--- src/rtl/etapa_id_ex.sv ---
// ID/EX pipeline register with ALU operation decode and EX/MEM, MEM/WB operand forwarding.
// Operands are resolved combinationally from the registered specifiers, so forwarding stays live while stalled.
module etapa_id_ex (
  input  logic        CLK,
  input  logic        RST,
  input  logic        STALL,
  input  logic        FLUSH,
  input  logic [31:0] DATO_RS,
  input  logic [31:0] DATO_RT,
  input  logic [15:0] INMEDIATO,
  input  logic [4:0]  RS,
  input  logic [4:0]  RT,
  input  logic [4:0]  RD,
  input  logic [1:0]  ALUOP,
  input  logic [5:0]  FUNCT,
  input  logic        ALUSRC,
  input  logic        REGDST,
  input  logic        REGWRITE,
  input  logic        EXMEM_REGWRITE,
  input  logic [4:0]  EXMEM_RD,
  input  logic [31:0] EXMEM_RESULTADO,
  input  logic        MEMWB_REGWRITE,
  input  logic [4:0]  MEMWB_RD,
  input  logic [31:0] MEMWB_DATO,
  output logic [31:0] OPERADOR1,
  output logic [31:0] OPERADOR2,
  output logic [2:0]  SEL,
  output logic [31:0] DATO_ESCRITURA,
  output logic [4:0]  RD_EX,
  output logic        REGWRITE_EX,
  output logic        VALIDO
);

  localparam logic [2:0] SEL_AND  = 3'b000;
  localparam logic [2:0] SEL_OR   = 3'b001;
  localparam logic [2:0] SEL_ADD  = 3'b010;
  localparam logic [2:0] SEL_ZERO = 3'b011;
  localparam logic [2:0] SEL_NOR  = 3'b100;
  localparam logic [2:0] SEL_SUB  = 3'b110;
  localparam logic [2:0] SEL_SLT  = 3'b111;

  logic [31:0] dato_rs_r;
  logic [31:0] dato_rt_r;
  logic [31:0] inmediato_r;
  logic [4:0]  rs_r;
  logic [4:0]  rt_r;
  logic [4:0]  rd_r;
  logic [2:0]  sel_r;
  logic        alusrc_r;
  logic        regwrite_r;
  logic        valido_r;

  logic [31:0] operador1_s;
  logic [31:0] operador2_s;
  logic [31:0] dato_escritura_s;

  function automatic logic [2:0] decode_funct(input logic [5:0] funct);
    case (funct)
      6'b100000: decode_funct = SEL_ADD;
      6'b100010: decode_funct = SEL_SUB;
      6'b100100: decode_funct = SEL_AND;
      6'b100101: decode_funct = SEL_OR;
      6'b101010: decode_funct = SEL_SLT;
      6'b100111: decode_funct = SEL_NOR;
      default:   decode_funct = SEL_ZERO;
    endcase
  endfunction

  function automatic logic [2:0] decode_sel(input logic [1:0] aluop, input logic [5:0] funct);
    case (aluop)
      2'b00:   decode_sel = SEL_ADD;
      2'b01:   decode_sel = SEL_SUB;
      2'b10:   decode_sel = decode_funct(funct);
      2'b11:   decode_sel = SEL_OR;
      default: decode_sel = SEL_ZERO;
    endcase
  endfunction

  // Register 0 is hardwired, so a producer targeting it never overrides the operand.
  function automatic logic [31:0] forward(
    input logic [4:0]  spec,
    input logic [31:0] reg_val,
    input logic        exmem_rw,
    input logic [4:0]  exmem_rd,
    input logic [31:0] exmem_val,
    input logic        memwb_rw,
    input logic [4:0]  memwb_rd,
    input logic [31:0] memwb_val
  );
    if (exmem_rw && (exmem_rd != 5'd0) && (exmem_rd == spec)) begin
      forward = exmem_val;
    end else if (memwb_rw && (memwb_rd != 5'd0) && (memwb_rd == spec)) begin
      forward = memwb_val;
    end else begin
      forward = reg_val;
    end
  endfunction

  // Pipeline slot update: reset and flush load a bubble, stall holds, otherwise load decode.
  always_ff @(posedge CLK) begin
    if (RST || FLUSH) begin
      dato_rs_r   <= 32'd0;
      dato_rt_r   <= 32'd0;
      inmediato_r <= 32'd0;
      rs_r        <= 5'd0;
      rt_r        <= 5'd0;
      rd_r        <= 5'd0;
      sel_r       <= SEL_ZERO;
      alusrc_r    <= 1'b0;
      regwrite_r  <= 1'b0;
      valido_r    <= 1'b0;
    end else if (!STALL) begin
      dato_rs_r   <= DATO_RS;
      dato_rt_r   <= DATO_RT;
      inmediato_r <= {{16{INMEDIATO[15]}}, INMEDIATO};
      rs_r        <= RS;
      rt_r        <= RT;
      rd_r        <= REGDST ? RD : RT;
      sel_r       <= decode_sel(ALUOP, FUNCT);
      alusrc_r    <= ALUSRC;
      regwrite_r  <= REGWRITE;
      valido_r    <= 1'b1;
    end
  end

  // Operand resolution from the registered specifiers and live forwarding buses.
  always_comb begin
    operador1_s      = forward(rs_r, dato_rs_r, EXMEM_REGWRITE, EXMEM_RD, EXMEM_RESULTADO,
                               MEMWB_REGWRITE, MEMWB_RD, MEMWB_DATO);
    dato_escritura_s = forward(rt_r, dato_rt_r, EXMEM_REGWRITE, EXMEM_RD, EXMEM_RESULTADO,
                               MEMWB_REGWRITE, MEMWB_RD, MEMWB_DATO);
    if (alusrc_r) begin
      operador2_s = inmediato_r;
    end else begin
      operador2_s = dato_escritura_s;
    end
  end

  assign OPERADOR1      = operador1_s;
  assign OPERADOR2      = operador2_s;
  assign DATO_ESCRITURA = dato_escritura_s;
  assign SEL            = sel_r;
  assign RD_EX          = rd_r;
  assign REGWRITE_EX    = regwrite_r;
  assign VALIDO         = valido_r;

endmodule

--- config.mk ---
export PLATFORM = sky130hd
export DESIGN_NAME = etapa_id_ex
export DESIGN_NICKNAME = d
export VERILOG_FILES = /design/src/rtl/etapa_id_ex.sv
export SDC_FILE = /design/constraint.sdc
export NUM_CORES = 1
export LEC_CHECK = 0
export BUFFER_PORTS_ARGS = -buffer_cell sky130_fd_sc_hd__buf_4
export CAP_MARGIN = 25
export CORE_UTILIZATION = 47
export CTS_CLUSTER_SIZE = 28
export DETAILED_ROUTE_END_ITERATION = 12
export PLACE_DENSITY_LB_ADDON = 0.2
export SYNTH_ARGS = -nofsm -noshare
export SYNTH_HDL_FRONTEND = slang
export SYNTH_SLANG_ARGS = --single-unit
--- constraint.sdc ---
create_clock -name CLK -period 2.3 [get_ports CLK]
set_input_delay 0.23 -clock CLK [delete_from_list [all_inputs] [get_ports CLK]]
set_output_delay 0.23 -clock CLK [all_outputs]
set_load 0.005 [all_outputs]
# After elaboration in Yosys (flattened, before gate mapping)
# Index checks and enable logic that the tools add are counted.
[classes]
addsub = 0
mux = 8
bitwise_logic = 0
div_mod_pow = 0
n_eq_ne = 13
n_mul = 0
reduce_logical = 10
n_lt_le_gt_ge = 0
shifts = 0
[ops]
columns = ["op", "count"]
rows = [
  ["$mux W32", 5],
  ["$eq A6 B6 Y1 const B", 6],
  ["$eq A5 B5 Y1", 4],
  ["$pmux W3 S6", 1],
  ["$pmux W3 S4", 1],
  ["$reduce_bool A5 Y1", 2],
  ["$logic_and A1 B1 Y1", 6],
  ["$mux W5", 1],
  ["$eq A2 B2 Y1 const B", 2],
  ["$eq A2 B1 Y1 const B", 1],
  ["$logic_not A2 Y1", 1],
  ["$logic_or A1 B1 Y1", 1],
]
[totals]
latch_bits = 0
mem_bits_ro = 0
elab_cells = 41
ramBits = 0
register_bits = 101
n_memories = 0
input_bits = 186
out_inout_bits = 106

# Depth between registers and ports, before layout
# Gate-level depths: netlist of the first run.
[logic_depth]
word_depth = 6
mapped_depth = 7
ltp_nobuf = 5

# Worst setup path before layout of the first run
# OpenSTA, ideal clock, no wires.
[synth_path]
path_kind = "input to output"
start = "input port MEMWB_RD[1]"
end = "output port OPERADOR2[30]"
required_time_ns = 2.070
arrival_ns = 1.734
setup_slack_ns = 0.336
cell_stages = 7
n_path_buf = 2
path_cell_list = "or4_4 -> o211a_4 -> and2_4 -> buf_6 -> buf_6 -> a211oi_2 -> o31ai_1"
[synth_via]
elab_chain_cells = 6
elab_cells_between_ends = 7
cone_classes = "eq/ne: 1; mux: 3; reduce/logical: 3"
[synth_lines]
columns = ["element", "line", "text"]
rows = [
  ["start, declared", "23", "input logic [4:0] MEMWB_RD,"],
  ["$reduce_bool A5 Y1", "92", "end else if (memwb_rw && (memwb_rd != 5'd0) && (memwb_rd == spec)) begin"],
  ["$logic_and A1 B1 Y1", "92", ""],
  ["$logic_and A1 B1 Y1 *", "92", ""],
  ["$mux W32 *", "92", ""],
  ["$mux W32 *", "90", "if (exmem_rw && (exmem_rd != 5'd0) && (exmem_rd == spec)) begin"],
  ["$mux W32 *", "132", "if (alusrc_r) begin"],
  ["end, declared", "26", "output logic [31:0] OPERADOR2,"],
]
# Every way passes the cells marked *; elsewhere a longest branch is shown, timed or not.

# Final worst setup path of the first run
[layout_path]
start = "register rs_r[3]"
end = "output port OPERADOR1[18]"
[layout_via]
elab_chain_cells = 4
elab_cells_between_ends = 6
cone_classes = "eq/ne: 2; mux: 2; reduce/logical: 2"
[layout_lines]
columns = ["element", "line", "text"]
rows = [
  ["start, declared", "45", "logic [4:0] rs_r;"],
  ["start signal, assigned", "105", "rs_r <= 5'd0;"],
  ["start signal, assigned", "116", "rs_r <= RS;"],
  ["$eq A5 B5 Y1", "92", ""],
  ["$logic_and A1 B1 Y1", "92", ""],
  ["$mux W32", "92", ""],
  ["$mux W32 *", "90", ""],
  ["end, declared", "25", "output logic [31:0] OPERADOR1,"],
]
# Marked as above.

==> results of run 1 <==
## synthesized netlist by cell type (all sizes together) (2+ instances only)
cell type / number
a211oi: 32
a21boi: 32
a21oi: 39
buf: 25
clkbuf: 32
dfxtp: 101
inv: 2
mux2i: 130
nand2: 18
nand2b: 2
nand4: 2
nor2: 200
nor2b: 2
nor3: 2
o21ai: 4
o31ai: 32
or2: 2
or4: 3
xnor2: 17
xor2: 4
## worst register-to-register path: stages (launching register included)
cell and delay (ps):
dfxtp_2 320, buf_4 500, mux2i_1 160, nor2_1 110
## what timing repair did
item / CTS / global route
gates resized for setup: 55 / 88
gates cloned: 5 / 7
setup buffers: 10 / 5
pin swaps: 38 / 85
setup endpoints to repair: 93 / 90
## cells in the final DEF, fill, tap and decap left out, types with 3 or more instances in the layout
cell type and count:
buf_4 308, nor2_1 175, mux2i_1 124, dfxtp_1 92, a21oi_1 34, a211oi_4 27
a21boi_1 23, o31ai_1 23, nor2_2 21, nand2_1 18, buf_12 18, clkbuf_16 16
xnor2_1 10, o31ai_2 9, buf_6 9, a21boi_0 8, xnor2_2 7, dfxtp_2 7
a21oi_2 5, o21ai_0 4, xor2_1 4, mux2i_2 4, nor2_4 4, a211oi_2 4
buf_8 4, or4_4 3, clkbuf_1 3, buf_16 3
## kinds of logic after synthesis
| kind of cell | share of synthesized area (%) |
|---|---|
| compound gates | 19.3 |
| simple gates | 16.3 |
| mux | 22.2 |
| flops | 34.5 |
| xor+xnor | 3.14 |
| buf+inv | 4.51 |
## power by group through the flow
| stage | Clock, mW | Combinational, mW | Sequential [mW] |
|---|---|---|---|
| 2_1_floorplan | 0 | 0.399 | 1.87 |
| 4_1_cts | 1.44 | 0.983 | 1.84 |
| 5_1_grt | 1.52 | 1.13 | 1.85 |
| 6_report | 1.43 | 1.07 | 1.84 |
| 3_5_place_dp | 0 | 0.932 | 1.88 |
| 3_3_place_gp | 0 | 0.923 | 1.88 |
## flip-flops by register name, summed over array words and instances (netlist names)
name,count
dato_rs_r,32
alusrc_r,1
SEL,3
inmediato_r,16
VALIDO,1
rs_r,5
RD_EX,5
REGWRITE_EX,1
dato_rt_r,32
rt_r,5
## how the worst min path moves through the flow
stage                      startpoint  slack, ps             to
after floorplan              REGWRITE        370    REGWRITE_EX
after global placement         VALIDO        440         VALIDO
after detailed placement       VALIDO        450         VALIDO
after CTS                 DATO_RT[29]        110  dato_rt_r[29]
after global routing      DATO_RT[24]        110  dato_rt_r[24]
final                     DATO_RT[29]        110  dato_rt_r[29]
## stage by stage
stage                     util, %  setup WS [ps]  instances  power [mW]  TNS [ps]
after floorplan                 -            336        691        2.27         0
final                        80.4           -132       1168        4.34     -3910
after CTS                    75.8          -78.6       1158        4.26     -2090
after detailed placement     69.8           -103       1128        2.81      -664
after global routing         80.4           -186       1168        4.50     -8440
after global placement       69.8           -122       1128        2.80      -447
## layer usage
metal | up-vias | part of all wire [%] | routed length [um] | GRT usage [%]
met1 | 3045 | 40 | 8900 | 35.5
li1 | 3001 | - | - | -
met4 | 0 | 3.1 | 691 | 9.47
met5 | - | 0 | 0 | 0
met3 | 45 | 5.9 | 1320 | 7.28
met2 | 259 | 51 | 11400 | 54.3
## cell type report
| type | instances | area, um^2 |
|---|---|---|
| Multi-Input combinational cell | 531 | 4040 |
| Timing Repair Buffer | 350 | 3120 |
| Fill cell | 791 | 2370 |
| Sequential cell | 101 | 2040 |
| Clock buffer | 13 | 250 |
| Tap cell | 168 | 210 |
| Clock inverter | 3 | 21.3 |
| Inverter | 2 | 7.51 |
==> flow_summary_export.csv, run 1 <==
group,metric,value,unit
sta,maxSlewViolCount,0,
detailed_routing,num_vias,6350,
sta,tightest_slew,821,ps
detailed_routing,remaining_drc_errors,0,
floorplan,fp.dieW,114,um
worst_setup_path,arrival,2200,ps
sta,period_minus_slack,2430,ps
power_and_ir_drop,seqPwrFrac,42.5,%
detailed_routing,post_drt_wl_per_cell,19.1,um
worst_setup_path,critPathLaunch,"rs_r[3]",
floorplan,ios,292,
worst_setup_path,endpoint,"OPERADOR1[18]",
floorplan,dieArea,12900,um^2
clock_network,cts_tree,"done",
worst_setup_path,regToRegSetupSlack,1150,ps
power_and_ir_drop,peakVddDrop,0.322,mV
worst_setup_path,rr_endpoint,"alusrc_r",
placement,dp_hpwl,13600,um
grt,grt_pass1_wl,30300,um
detailed_routing,viasPerCell,5.44,
worst_setup_path,setup.worst_path.class,"reg -> out",
hold_path,hold_class,"in -> reg",
worst_setup_path,cp_slowest_cell,"dfxtp_4",
sta,slew_headroom,45.1,%
clock_network,numCtsBuffers,9,
worst_setup_path,worstReg2RegStart,"alusrc_r",
logic_synthesis,synth_edf_count,0,
power_and_ir_drop,power.density,448,nW/um^2
finish,n_antenna_cell,0,
floorplan,initial_core_util,48.5,%
worst_setup_path,worstPathMaxFanout,6,
clock_network,htree_levels,3,
worst_setup_path,crit_path_frequent_cell,"buf_6",
worst_setup_path,critPathLaunchType,"flip-flop",
hold_path,hold_depth,3,
finish,drive_gt1_share,46.5,%
grt,antenna_found_initial,0,
finish,nNetsFinal,1181,
placement,io_buffers,291,
placement,routabilityCongestion,0.840,
logic_synthesis,syn_area,5860,um^2
run,maxCapViolCount,0,
worst_setup_path,path_depth,9,
sta,rsz0062_at_grt,"yes",
sta,skew,0,ps
worst_setup_path,timing.critical_path.buf_inv,4,
clock_network,holdBufCountCts,0,
logic_synthesis,syn_area_per_cell,8.47,um^2
worst_setup_path,slowest_delay,360,ps
sta,setup_ws,-132,ps
floorplan,die_y,114,um
clock_network,numClockSinks,101,
grt,grt_max_degree,63,
worst_setup_path,cp_top_family,"buffers and inverters",
power_and_ir_drop,p_comb_share,24.6,%
worst_setup_path,end_kind,"output port",
detailed_routing,ant_nets,0,
logic_synthesis,synth_top_cell_area_share,34.5,%
sta,setup_viol,79,
logic_synthesis,synth-seq-cells,101,
worst_setup_path,required,2070,ps
placement,placed_cell_area,8420,um^2
clock_network,clk_pin_slew_worst_paths,70,ps
logic_synthesis,synth_warnings,0,
outcome,status,"finished, violations left",
logic_synthesis,synthCells,691,
sta,holdWs,113,ps
power_and_ir_drop,p_switching,1.16,mW
logic_synthesis,synthesis.nets,877,
power_and_ir_drop,netSwitchingFraction,26.8,%
sta,fin_crit_sh,106,%
floorplan,core-area,12100,um^2
sta,hold_violations,0,
logic_synthesis,synth_top_area_cell,"dfxtp_1",
power_and_ir_drop,leakage,4.47,nW
clock_network,cts_root_buf,"clkbuf_16",
sta,fmax,0.411,GHz
detailed_routing,firstDrtPassIters,4,
logic_synthesis,ys_seq_area_share,34.5,%
logic_synthesis,async_flop_share,0,%
detailed_routing,first_iter_violations,441,
floorplan,rows,40,
logic_synthesis,ys_types,35,
power_and_ir_drop,p_int,3.18,mW
grt,grt_pass1_vias,5837,
clock_network,clock_latency,340,ps
detailed_routing,routed_wl,22300,um
grt,grt_remaining_overflow,0,
logic_synthesis,synth_ff_type,"dfxtp_1",
finish,area_delta_synth_final,65.5,%
worst_setup_path,crit_chain,"buf_6, xnor2_2, nand4_1, nor4_4, buf_6, clkbuf_16, mux2i_1, a21oi_1, buf_4",
logic_synthesis,synth.area.top_cells,"dfxtp_1 (35%), mux2i_1 (22%), nor2_1 (13%), a211oi_2 (6.4%), o31ai_1 (4.1%)",
power_and_ir_drop,pwr-share-clk,32.9,%
grt,track_usage,30.3,%
worst_setup_path,reg2reg_depth,3,
finish,final_area,9690,um^2
outcome,violations,"negative setup slack",
clock_network,cts_max_path_buffers,2,
Power figures use the tool's default switching activity.
==> run 2, diff against run 1 <==
CELL_PAD_IN_SITES_DETAIL_PLACEMENT = 2   (was not set)
CELL_PAD_IN_SITES_GLOBAL_PLACEMENT = 2   (was not set)
CORE_UTILIZATION = 25   (was 47)
==> flow_summary_export.csv, run 2 (synthesized netlist as in run 1, its figures left out) <==
group,metric,value,unit
outcome,status,"finished, violations left",
outcome,violations,"negative setup slack",
power_and_ir_drop,peakVddDrop,0.245,mV
sta,hold_violations,0,
floorplan,initial_core_util,25.7,%
placement,dp_hpwl,19200,um
worst_setup_path,required,2070,ps
sta,tightest_slew,726,ps
finish,largestRegisters,"dato_rs_r (32), dato_rt_r (32), inmediato_r (16)",
placement,routabilityCongestion,0.766,
grt,grt_pass1_vias,7232,
sta,setup_ws,-95.8,ps
floorplan,die_y,155,um
grt,grt_remaining_overflow,0,
detailed_routing,first_iter_violations,147,
clock_network,numClockSinks,101,
sta,maxSlewViolCount,0,
grt,grt_max_degree,54,
detailed_routing,ant_nets,0,
sta,setup_viol,83,
finish,multi_input_area,4280,um^2
hold_path,hold_class,"in -> reg",
worst_setup_path,reg2reg_depth,3,
worst_setup_path,setup.worst_path.class,"reg -> out",
placement,io_buffers,291,
detailed_routing,viasPerCell,4.78,
worst_setup_path,cp_slowest_cell,"or4_4",
sta,rsz0062_at_grt,"yes",
finish,regArea,2050,um^2
detailed_routing,firstDrtPassIters,4,
clock_network,clock_latency,350,ps
sta,fin_crit_sh,104,%
worst_setup_path,worstPathMaxFanout,17,
finish,fillers,2420,
clock_network,cts_max_path_buffers,2,
detailed_routing,post_drt_wl_per_cell,20.5,um
worst_setup_path,critPathLaunchType,"flip-flop",
clock_network,clk_pin_slew_worst_paths,80,ps
finish,drive_gt1_share,52.5,%
detailed_routing,remaining_drc_errors,0,
placement,placed_cell_area,8830,um^2
clock_network,holdBufCountCts,0,
finish,layout_commonest_cell,"buf_4",
placement,pre_cts_ws,-168,ps
clock_network,numCtsBuffers,9,
grt,grt_pass1_wl,40900,um
finish,final_area,10300,um^2
sta,fmax,0.417,GHz
worst_setup_path,end_kind,"output port",
floorplan,dieArea,24000,um^2
power_and_ir_drop,leakage,4.66,nW
worst_setup_path,crit_path_frequent_cell,"buf_4",
hold_path,hold_depth,3,
power_and_ir_drop,finalPower,4.54,mW
clock_network,htree_levels,3,
finish,nNetsFinal,1206,
finish,area_delta_synth_final,75.7,%
detailed_routing,routed_wl,27500,um
worst_setup_path,crit_chain,"buf_4, xor2_1, or4_4, clkbuf_16, a21oi_1, buf_4",
run,maxCapViolCount,0,
finish,final_util,45.2,%
floorplan,ios,292,
clock_network,cts_root_buf,"clkbuf_16",
sta,skew,0,ps
grt,track_usage,22.4,%
floorplan,core-area,22800,um^2
sta,period_minus_slack,2400,ps
clock_network,cts_tree,"done",
sta,slew_headroom,51.6,%
worst_setup_path,slowest_delay,580,ps
finish,n_antenna_cell,0,
detailed_routing,num_vias,6399,
power_and_ir_drop,power.density,441,nW/um^2
finish,layout_common_cells,"buf_4 (331), nor2_1 (169), mux2i_1 (125)",
floorplan,rows,55,
floorplan,fp.dieW,155,um
worst_setup_path,arrival,2170,ps
grt,antenna_found_initial,0,
sta,setup_tns,-4090,ps
==> run 2: cell types whose count changed in the layout (fill, tap and decap cells not counted), moves of 10 or more <==
cell      change
a21boi_1     -13
a21boi_2     +17
buf_4        +23
o31ai_1      -10
o31ai_2      +10
==> run 2: cell type report <==
| cell class | instances | area share, % |
|---|---|---|
| Clock buffer | 9 | 2.19 |
| Clock inverter | 7 | 0.620 |
| Timing Repair Buffer | 375 | 31.8 |
| Tap cell | 313 | 3.81 |
| Inverter | 2 | 0.0730 |
| Sequential cell | 101 | 19.9 |
| Multi-Input combinational cell | 531 | 41.6 |
==> run 2: critical path, delay by kind of cell (launching register included) <==
kind            cells  cell delay (ps)
xor+xnor            1              170
compound gates      1              170
simple gates        1              580
flops               1              360
buf+inv             3              520
==> run 2: worst paths after layout <==
| check | start | endpoint | slack, ps |
|---|---|---|---|
| worst max register to register | alusrc_r | alusrc_r | 1400 |
| worst min register to register | VALIDO | VALIDO | 460 |
| worst min-delay path | INMEDIATO[8] | inmediato_r[8] | 100 |
| worst max-delay path | rs_r[1] | OPERADOR1[29] | -100 |
==> run 2: power by group <==
group          switching, mW  internal, mW  leakage (nW)
combinational          0.502         0.633          3.69
clock                  0.799         0.764         0.137
sequential            0.0375          1.80         0.830
==> run 2: metrics by stage <==
step	instances	hold WS [ps]
6_report	1338	99.7
5_1_grt	1338	102
4_1_cts	1328	87.2
3_5_place_dp	1297	448
3_3_place_gp	1297	441
2_1_floorplan	691	374
==> run 2: timing repair <==
item                                   in CTS  in global routing
buffers inserted                           13                  9
endpoints found under the hold margin       0                  0
setup endpoints to repair                  96                 96
cloned                                      4                  3
resized for setup                         131                 70
pin swaps                                  78                 45
==> run 2: routing by layer <==
metal | vias up | share of wire, % | GRT usage (%)
met5 | - | 0 | 0
met4 | 0 | 1.2 | 5.09
met3 | 24 | 7.0 | 6.66
met2 | 194 | 50 | 39.9
li1 | 3036 | - | -
met1 | 3145 | 42 | 26.1
==> run 3, diff against run 2 <==
--- a/config.mk
+++ b/config.mk
@@ -14,4 +14,5 @@
 export DETAILED_ROUTE_END_ITERATION = 12
 export PLACE_DENSITY_LB_ADDON = 0.2
+export SLEW_MARGIN = 20
 export SYNTH_ARGS = -nofsm -noshare
 export SYNTH_HDL_FRONTEND = slang
==> constraint.sdc (replaced) <==
create_clock -name CLK -period 2.3 [get_ports CLK]
set_input_delay 0.23 -clock CLK [delete_from_list [all_inputs] [get_ports CLK]]
set_output_delay 0.23 -clock CLK [all_outputs]
set_load 0.02 [all_outputs]
==> flow_summary_export.csv, run 3 (synthesized netlist as in run 1, its figures left out) <==
group,metric,value,unit
outcome,status,"finished, violations left",
outcome,violations,"negative setup slack",
detailed_routing,num_vias,6353,
sta,slew_headroom,53.8,%
detailed_routing,routed_wl,27000,um
sta,setup_tns,-6070,ps
sta,rsz0062_at_grt,"yes",
clock_network,cts_root_buf,"clkbuf_16",
grt,grt_pass1_wl,39600,um
placement,placed_cell_area,8870,um^2
finish,largestRegisters,"dato_rs_r (32), dato_rt_r (32), inmediato_r (16)",
detailed_routing,firstDrtPassIters,4,
grt,grt_remaining_overflow,0,
clock_network,cts_tree,"done",
worst_setup_path,regToRegSetupSlack,1320,ps
power_and_ir_drop,finalPower,4.76,mW
finish,final_cells,1334,
placement,place_inst,1300,
clock_network,clock_latency,360,ps
finish,fillers,2476,
worst_setup_path,timing.critical_path.buf_inv,3,
sta,period_minus_slack,2440,ps
sta,maxSlewViolCount,0,
sta,tightest_slew,692,ps
placement,dp_hpwl,19100,um
worst_setup_path,cp_slowest_cell,"dfxtp_2",
hold_path,hold_depth,3,
grt,antenna_found_initial,0,
worst_setup_path,setup.worst_path.class,"reg -> out",
detailed_routing,post_drt_wl_per_cell,20.2,um
sta,hold_violations,0,
finish,drive_gt1_share,52.3,%
power_and_ir_drop,peakVddDrop,0.362,mV
placement,io_buffers,291,
worst_setup_path,worstPathMaxFanout,5,
sta,setup_viol,85,
worst_setup_path,required,2070,ps
floorplan,fp.dieW,155,um
floorplan,core-area,22800,um^2
worst_setup_path,crit_chain,"xnor2_2, nand4_1, nor4_4, buf_6, buf_12, mux2i_1, a21oi_1, buf_4",
worst_setup_path,cp_top_family,"buffers and inverters",
finish,n_antenna_cell,0,
sta,setup_ws,-141,ps
detailed_routing,first_iter_violations,138,
clock_network,clk_pin_slew_worst_paths,80,ps
floorplan,dieArea,24000,um^2
clock_network,htree_levels,3,
placement,routabilityCongestion,0.759,
finish,final_util,45.1,%
power_and_ir_drop,power.density,464,nW/um^2
finish,area_delta_synth_final,75.3,%
grt,grt_max_degree,55,
sta,holdWs,101,ps
sta,fin_crit_sh,106,%
floorplan,initial_core_util,25.7,%
worst_setup_path,reg2reg_depth,3,
finish,regArea,2050,um^2
worst_setup_path,path_depth,8,
run,maxCapViolCount,0,
floorplan,ios,292,
finish,nNetsFinal,1202,
clock_network,cts_max_path_buffers,2,
worst_setup_path,slowest_delay,360,ps
sta,fmax,0.410,GHz
floorplan,rows,55,
worst_setup_path,arrival,2210,ps
hold_path,hold_class,"in -> reg",
placement,pre_cts_ws,-211,ps
grt,grt_pass1_vias,7019,
clock_network,numClockSinks,101,
finish,layout_commonest_cell,"buf_4",
finish,layout_common_cells,"buf_4 (320), nor2_1 (159), mux2i_1 (128)",
detailed_routing,remaining_drc_errors,0,
clock_network,numCtsBuffers,9,
finish,multi_input_area,4280,um^2
detailed_routing,ant_nets,0,
floorplan,die_y,155,um
worst_setup_path,end_kind,"output port",
finish,final_area,10300,um^2
detailed_routing,viasPerCell,4.76,
sta,skew,0,ps
grt,track_usage,21.6,%
power_and_ir_drop,leakage,4.61,nW
worst_setup_path,critPathLaunchType,"flip-flop",
[run 3: cell count changes in the layout (fill, tap and decap cells not counted), moves of 9 or more]
cell	change
a21oi_1	+9
buf_6	+12
a21oi_2	-9
nor2_1	-10
buf_4	-11
[run 3: path summary, 6_finish.rpt]
check / endpoint / start
max: OPERADOR1[22] / rs_r[3]
max reg2reg: alusrc_r / alusrc_r
min reg2reg: VALIDO / VALIDO
min: inmediato_r[4] / INMEDIATO[4]
[run 3: what timing repair did]
| item | CTS | global route |
|---|---|---|
| gates resized for setup | 110 | 110 |
| buffers inserted | 10 | 4 |
| gates cloned | 3 | 2 |
| pin swaps | 47 | 37 |
| endpoints found under the setup margin | 96 | 96 |
| hold buffers | 0 | 0 |
[run 3: final cells by class]
class / instances / share of cell area, %
Timing Repair Buffer: 371 / 31.4
Inverter: 2 / 0.0732
Sequential cell: 101 / 20.0
Clock inverter: 7 / 0.853
Tap cell: 313 / 3.82
Clock buffer: 9 / 2.19
Multi-Input combinational cell: 531 / 41.7
[run 3: routing by layer]
layer	track usage [%]	vias up	part of all wire [%]
met4	4.43	0	1.3
met1	25.6	3115	42
li1	-	3038	-
met2	38.6	177	51
met5	0	-	0
met3	6.02	23	6.4
[run 3: worst register-to-register path, delay by kind of cell, from the launching register on]
| kind | cells | cell delay (ps) |
|---|---|---|
| buf+inv | 1 | 350 |
| flops | 1 | 330 |
| mux | 1 | 140 |
| simple gates | 1 | 100 |
[run 3: power by group]
part	switching [mW]	internal (mW)
logic	0.614	0.647
clock network	0.780	0.875
registers	0.0388	1.80
